## config.mk

```make
export PLATFORM = sky130hd
export DESIGN_NAME = pipe_redirect_ctrl_flat
export DESIGN_NICKNAME = d
export VERILOG_FILES = /design/src/rtl/pipe_redirect_ctrl_if.sv /design/src/rtl/pipe_redirect_ctrl.sv /design/src/flat_wrapper.sv
export SDC_FILE = /design/constraint.sdc
export NUM_CORES = 1
export LEC_CHECK = 0
export CAP_MARGIN = 20
export CORE_UTILIZATION = 35
export DETAILED_ROUTE_END_ITERATION = 8
export PLACE_DENSITY = 0.61
export RECOVER_POWER = 50
export SYNTH_ARGS = -nofsm -noshare
export SYNTH_HDL_FRONTEND = slang
export SYNTH_SLANG_ARGS = --single-unit
```

## constraint.sdc

```tcl
create_clock -name clk -period 2.51 [get_ports clk]
set_input_delay 0.6275 -clock clk [delete_from_list [all_inputs] [get_ports clk]]
set_output_delay 0.6275 -clock clk [all_outputs]
set_load 0.02 [all_outputs]
```

## src/rtl/pipe_redirect_ctrl_if.sv

```systemverilog
// Bundle of EX/ID hazard inputs and PC/pipeline-register control outputs.
// Latency: n/a (wires only).
// Backpressure: n/a; stalls are expressed through pc_write/ifid_write.
interface pipe_redirect_ctrl_if #(
    parameter int CNT_W = 16
);
    // Pipeline status presented to the sequencer
    logic [1:0]       next_type;
    logic             ex_valid;
    logic             idex_memread;
    logic [4:0]       idex_rd;
    logic             ifid_valid;
    logic [4:0]       ifid_rs1;
    logic [4:0]       ifid_rs2;

    // Controls returned to the pipeline
    logic [1:0]       pc_sel;
    logic             pc_write;
    logic             ifid_write;
    logic             ifid_flush;
    logic             idex_flush;
    logic             busy;
    logic [CNT_W-1:0] mispredict_cnt;
    logic [CNT_W-1:0] jump_cnt;

    // Pipeline side: supplies status, consumes controls
    modport master (
        output next_type, ex_valid, idex_memread, idex_rd,
               ifid_valid, ifid_rs1, ifid_rs2,
        input  pc_sel, pc_write, ifid_write, ifid_flush, idex_flush,
               busy, mispredict_cnt, jump_cnt
    );

    // Sequencer side
    modport slave (
        input  next_type, ex_valid, idex_memread, idex_rd,
               ifid_valid, ifid_rs1, ifid_rs2,
        output pc_sel, pc_write, ifid_write, ifid_flush, idex_flush,
               busy, mispredict_cnt, jump_cnt
    );
endinterface

```

## src/rtl/pipe_redirect_ctrl.sv

```systemverilog
// Pipeline sequencer: PC select, write enables, flushes, redirect statistics.
// Latency: controls are combinational (Mealy) from state+inputs; counters update one edge later.
// Backpressure: load-use hazard holds PC and IF/ID for exactly one cycle and bubbles ID/EX.
module pipe_redirect_ctrl #(
    parameter int CNT_W = 16
) (
    input  logic                 clk,
    input  logic                 rstn,
    pipe_redirect_ctrl_if.slave  bus
);

    typedef enum logic [1:0] {
        ST_INIT    = 2'd0,
        ST_RUN     = 2'd1,
        ST_STALL   = 2'd2,
        ST_RECOVER = 2'd3
    } state_t;

    localparam logic [CNT_W-1:0] CNT_MAX = '1;

    state_t           state_q, state_d;
    logic [CNT_W-1:0] mis_cnt_q, mis_cnt_d;
    logic [CNT_W-1:0] jmp_cnt_q, jmp_cnt_d;

    logic redir;
    logic predict_ok;
    logic hz;

    // Redirect decode and load-use hazard detection
    always_comb begin
        redir      = bus.ex_valid & bus.next_type[1];
        predict_ok = bus.ex_valid & (bus.next_type == 2'b01);
        hz         = bus.ifid_valid & bus.idex_memread & (bus.idex_rd != 5'd0) &
                     ((bus.idex_rd == bus.ifid_rs1) | (bus.idex_rd == bus.ifid_rs2));
    end

    // State register
    always_ff @(posedge clk or negedge rstn) begin
        if (!rstn) begin
            state_q <= ST_INIT;
        end else begin
            state_q <= state_d;
        end
    end

    // Next-state logic: redirect wins over a stall; STALL/RECOVER last one cycle
    always_comb begin
        state_d = state_q;
        case (state_q)
            ST_INIT:    state_d = ST_RUN;
            ST_RUN: begin
                if (redir) begin
                    state_d = ST_RECOVER;
                end else if (hz) begin
                    state_d = ST_STALL;
                end
            end
            ST_STALL:   state_d = ST_RUN;
            ST_RECOVER: state_d = ST_RUN;
            default:    state_d = ST_INIT;
        endcase
    end

    // Output logic: defaults advance the pipeline, RUN overrides per event
    always_comb begin
        bus.pc_sel     = 2'b00;
        bus.pc_write   = 1'b1;
        bus.ifid_write = 1'b1;
        bus.ifid_flush = 1'b0;
        bus.idex_flush = 1'b0;
        bus.busy       = (state_q != ST_RUN);
        case (state_q)
            ST_INIT: begin
                bus.pc_write   = 1'b0;
                bus.ifid_flush = 1'b1;
                bus.idex_flush = 1'b1;
            end
            ST_RUN: begin
                if (redir) begin
                    bus.pc_sel     = bus.next_type;
                    bus.ifid_flush = 1'b1;
                    bus.idex_flush = 1'b1;
                end else begin
                    if (predict_ok) begin
                        bus.pc_sel = 2'b01;
                    end
                    if (hz) begin
                        bus.pc_write   = 1'b0;
                        bus.ifid_write = 1'b0;
                        bus.idex_flush = 1'b1;
                    end
                end
            end
            default: begin
                // STALL and RECOVER: pipeline advances normally, inputs ignored
            end
        endcase
    end

    // Saturating redirect counters, only counted from RUN
    always_comb begin
        mis_cnt_d = mis_cnt_q;
        jmp_cnt_d = jmp_cnt_q;
        if ((state_q == ST_RUN) && redir) begin
            if (!bus.next_type[0]) begin
                if (mis_cnt_q != CNT_MAX) begin
                    mis_cnt_d = mis_cnt_q + 1'b1;
                end
            end else begin
                if (jmp_cnt_q != CNT_MAX) begin
                    jmp_cnt_d = jmp_cnt_q + 1'b1;
                end
            end
        end
    end

    // Counter registers
    always_ff @(posedge clk or negedge rstn) begin
        if (!rstn) begin
            mis_cnt_q <= '0;
            jmp_cnt_q <= '0;
        end else begin
            mis_cnt_q <= mis_cnt_d;
            jmp_cnt_q <= jmp_cnt_d;
        end
    end

    // Counter outputs
    always_comb begin
        bus.mispredict_cnt = mis_cnt_q;
        bus.jump_cnt       = jmp_cnt_q;
    end

endmodule

```

## src/flat_wrapper.sv

```systemverilog
// flat-port wrapper written by rule: the top's interface ports become plain ports
module pipe_redirect_ctrl_flat 
#(
    parameter int CNT_W = 16
)
  (clk, rstn, bus_next_type, bus_ex_valid, bus_idex_memread, bus_idex_rd, bus_ifid_valid, bus_ifid_rs1, bus_ifid_rs2, bus_pc_sel, bus_pc_write, bus_ifid_write, bus_ifid_flush, bus_idex_flush, bus_busy, bus_mispredict_cnt, bus_jump_cnt);
  pipe_redirect_ctrl_if #(.CNT_W(CNT_W)) bus_i ();
  input  logic clk;
  input  logic rstn;
  input wire logic [$bits(bus_i.next_type)-1:0] bus_next_type;
  input wire logic [$bits(bus_i.ex_valid)-1:0] bus_ex_valid;
  input wire logic [$bits(bus_i.idex_memread)-1:0] bus_idex_memread;
  input wire logic [$bits(bus_i.idex_rd)-1:0] bus_idex_rd;
  input wire logic [$bits(bus_i.ifid_valid)-1:0] bus_ifid_valid;
  input wire logic [$bits(bus_i.ifid_rs1)-1:0] bus_ifid_rs1;
  input wire logic [$bits(bus_i.ifid_rs2)-1:0] bus_ifid_rs2;
  output wire logic [$bits(bus_i.pc_sel)-1:0] bus_pc_sel;
  output wire logic [$bits(bus_i.pc_write)-1:0] bus_pc_write;
  output wire logic [$bits(bus_i.ifid_write)-1:0] bus_ifid_write;
  output wire logic [$bits(bus_i.ifid_flush)-1:0] bus_ifid_flush;
  output wire logic [$bits(bus_i.idex_flush)-1:0] bus_idex_flush;
  output wire logic [$bits(bus_i.busy)-1:0] bus_busy;
  output wire logic [$bits(bus_i.mispredict_cnt)-1:0] bus_mispredict_cnt;
  output wire logic [$bits(bus_i.jump_cnt)-1:0] bus_jump_cnt;
  assign bus_i.next_type = bus_next_type;
  assign bus_i.ex_valid = bus_ex_valid;
  assign bus_i.idex_memread = bus_idex_memread;
  assign bus_i.idex_rd = bus_idex_rd;
  assign bus_i.ifid_valid = bus_ifid_valid;
  assign bus_i.ifid_rs1 = bus_ifid_rs1;
  assign bus_i.ifid_rs2 = bus_ifid_rs2;
  assign bus_pc_sel = bus_i.pc_sel;
  assign bus_pc_write = bus_i.pc_write;
  assign bus_ifid_write = bus_i.ifid_write;
  assign bus_ifid_flush = bus_i.ifid_flush;
  assign bus_idex_flush = bus_i.idex_flush;
  assign bus_busy = bus_i.busy;
  assign bus_mispredict_cnt = bus_i.mispredict_cnt;
  assign bus_jump_cnt = bus_i.jump_cnt;
  pipe_redirect_ctrl #(.CNT_W(CNT_W)) u_core (.clk(clk), .rstn(rstn), .bus(bus_i));
endmodule
```

==> metrics.csv <==
metric;value;unit
status;complete, no violations;
clock sinks;34;
post-synthesis cell type count;37;
Crit path top cell by count;buf_6;
routability cong.;0.757;
syn nets;196;
leading area contributor after synthesis;dfrtp_1;
WHS Endpoint;u_core.bus.mispredict_cnt[11];
die height;75.0;um
top-area cell type share of the netlist area;45.7;%
Max Transition Viols Final;0;
max-cap check violation count;0;
Post-DRT Antenna Nets;0;
Final WS setup;0.0491;ns
Power Density;579;nW/um^2
H-tree depth;2;
Post-synth EDFFs;0;
global-route wire length before repair;7.13;mm
crit-path max FO;4;
Clk Latency, worst-skew pair;0.28;ns
DRT iter0 DRCs;101;
Post-DP HPWL;3.08;mm
Layout Cells excl Fill;326;
layout cell share with drive strength beyond 1;17.6;%
CTS Buf Count;5;
Hold Path Class;reg -> reg;
Post-Synthesis Cells;172;
Final nets;279;
placed cells;317;
n_diodes;0;
hold path cells;1;
worst hold slack;0.495;ns
CP Cell Sequence;clkdlybuf4s50_1, xnor2_1, nand3_1, o22ai_2, buf_6, nand4_1, buf_6;
sequential share of the synthesized area;45.7;%
vias in the first global route;1512;
row cnt;26;
TritonRoute pass-1 iters;4;
share of flip-flops with an asynchronous set or reset;100;%
Worst path top cell family by delay;buffers and inverters;
initial antenna violation count;0;
Ys Warns;0;
crit path max-delay cell type;clkdlybuf4s50_1;
syn_area_per_cell;10.8;sq um
min-delay src;u_core.bus.mispredict_cnt[11];
Critical Path Sink Type;output pin;
Max-slew headroom;43.9;%
Clock transition at path regs;0.07;ns
Design Power;1.60;mW
setup tns final;0;ns
Worst Path Buf+Inv;3;
Max Clk Rate;406;MHz
Worst Skew;0.00458;ns
Clock Path Buffers;2;
synthesized area;1860;sq um
Final min period;2.46;ns
Area contributors post-synth;dfrtp_1 (46%), xnor2_1 (12%), xor2_1 (6.1%), nand3_1 (4.3%), nand4_1 (3.0%);
CP startpoint kind;primary input;
Synth Register Bits;34;
Worst R2R Start;u_core.bus.jump_cnt[0];
depth of the worst register-to-register path;5;
pin count of the biggest net entering global routing;35;
Port Buffers;60;
total congestion overflow;0;
Pleak;1.25;nW
placed inst area;2670;sq um
synth-to-layout area growth;48.0;%
FILL cells;518;
die width;75.0;um
routed wire length;4.12;mm
CTS tree;done;
pre-CTS setup slack;-0.732;ns
Arr. time, crit path;1.83;ns
most frequent cell after synthesis;dfrtp_1;
Tightest Pin Transition;0.841;ns
clk root buf;clkbuf_8;
top cells by count, synth;dfrtp_1 (34), xnor2_1 (25), nand3_1 (16);
final-report setup violation count;0;
Total GRT Usage;16.9;%
Final Hold Vio Count;0;
initial core utilization;36.5;%
max incr delay on CP;0.47;ns
via count;1603;
via density per instance;4.92;
WP data required;1.88;ns
Wirelength per Cell;12.6;um
period utilization;98.0;%
VDD IR-drop max;0.292;mV
Top FF cell, synth;dfrtp_1;
Core ar.;5110;sq um
Setup Crit Path Kind;in -> out;
Finished Cell Area;2760;sq um
Util after Layout;54.0;%
Ports;61;
r2r setup slk;0.40;ns
DRC;0;
die area;5620;sq um
Critical R2R Capture;u_core.bus.jump_cnt[1];
[cell usage in the layout, fill, tap and decap left out, drive strengths merged, types with 2 or more instances in the layout]
cell,n
and3,6
nor3,7
a31o,2
nor4,6
nand4b,3
nand3,16
dfrtp,34
mux2,3
ha,2
dlygate4sd2,9
inv,4
xnor2,25
nor3b,2
nor2,6
xor2,13
clkdlybuf4s50,40
clkbuf,10
nand4,12
nand2,12
dlymetal6s2s,2
buf,22
and4,4
and2,3
[layout make-up]
cell class / count / area (sq um) / area share, %
Multi-Input combinational cell: 133 / 1010 / 36.7
Sequential cell: 34 / 851 / 30.9
Timing Repair Buffer: 77 / 702 / 25.5
Tap cell: 70 / 87.6 / 3.18
Clock buffer: 7 / 86.3 / 3.13
Inverter: 4 / 15.0 / 0.544
Clock inverter: 1 / 5.00 / 0.181
[metal layers]
layer / share of wire (%) / GRT usage (%) / routed length, um
met4: 1.5 / 6.29 / 61
met3: 6.3 / 6.43 / 261
met5: 0 / 0 / 0
met2: 45 / 25.1 / 1870
met1: 47 / 22.4 / 1930
[report_power, final]
group	switching (mW)	leakage, nW	total, mW	internal (mW)
Clock	0.194	0.0482	0.415	0.221
Sequential	0.0899	0.450	0.708	0.618
Combinational	0.219	0.751	0.472	0.252
Total	0.503	1.25	1.60	1.09
[logic make-up after synthesis]
| kind of cell | synth area share (%) |
|---|---|
| AOI/OAI and AO/OA | 3.02 |
| xor gates and xnor gates | 17.9 |
| adders and majority gates | 1.34 |
| buffers and inverters | 1.07 |
| DFF | 45.7 |
| muxes | 2.55 |
| and+or+nand+nor | 28.5 |
[flip-flops by register name (all words and copies together), names as in the netlist]
signal / cells
u_core.state_q: 2
u_core.bus.jump_cnt: 16
u_core.bus.mispredict_cnt: 16
[how the worst max path moves through the flow]
| stage | depth (start not counted) | end | slack, ns | from |
|---|---|---|---|---|
| 3_5_place_dp | 5 | bus_pc_write | -0.73 | bus_idex_rd[3] |
| 4_1_cts | 4 | bus_ifid_flush | 0.009 | bus_next_type[1] |
| 3_3_place_gp | 5 | bus_pc_write | -0.73 | bus_idex_rd[3] |
| 5_1_grt | 7 | bus_pc_write | -0.02 | bus_ifid_rs1[4] |
| 2_1_floorplan | 3 | bus_pc_write | 0.10 | bus_idex_rd[1] |
| 6_report | 7 | bus_ifid_write | 0.05 | bus_ifid_rs1[4] |
[worst register-to-register path: cells and delay by family (launching register included)]
| kind | cells | cell delay, ns |
|---|---|---|
| simple gates | 3 | 1.08 |
| flops | 1 | 0.40 |
| mux | 1 | 0.31 |
| fa+ha+maj | 1 | 0.21 |
[what timing repair did]
| item | 4_1_cts | 5_1_grt |
|---|---|---|
| resized for setup | 41 | 11 |
| pin swaps | 13 | 6 |
| hold buffers | 0 | 0 |
| endpoints found under the hold margin | 0 | 0 |
| setup buffers | 1 | 0 |
| setup endpoints to repair | 6 | 5 |
Note: power is estimated with default switching activity, not from simulation.
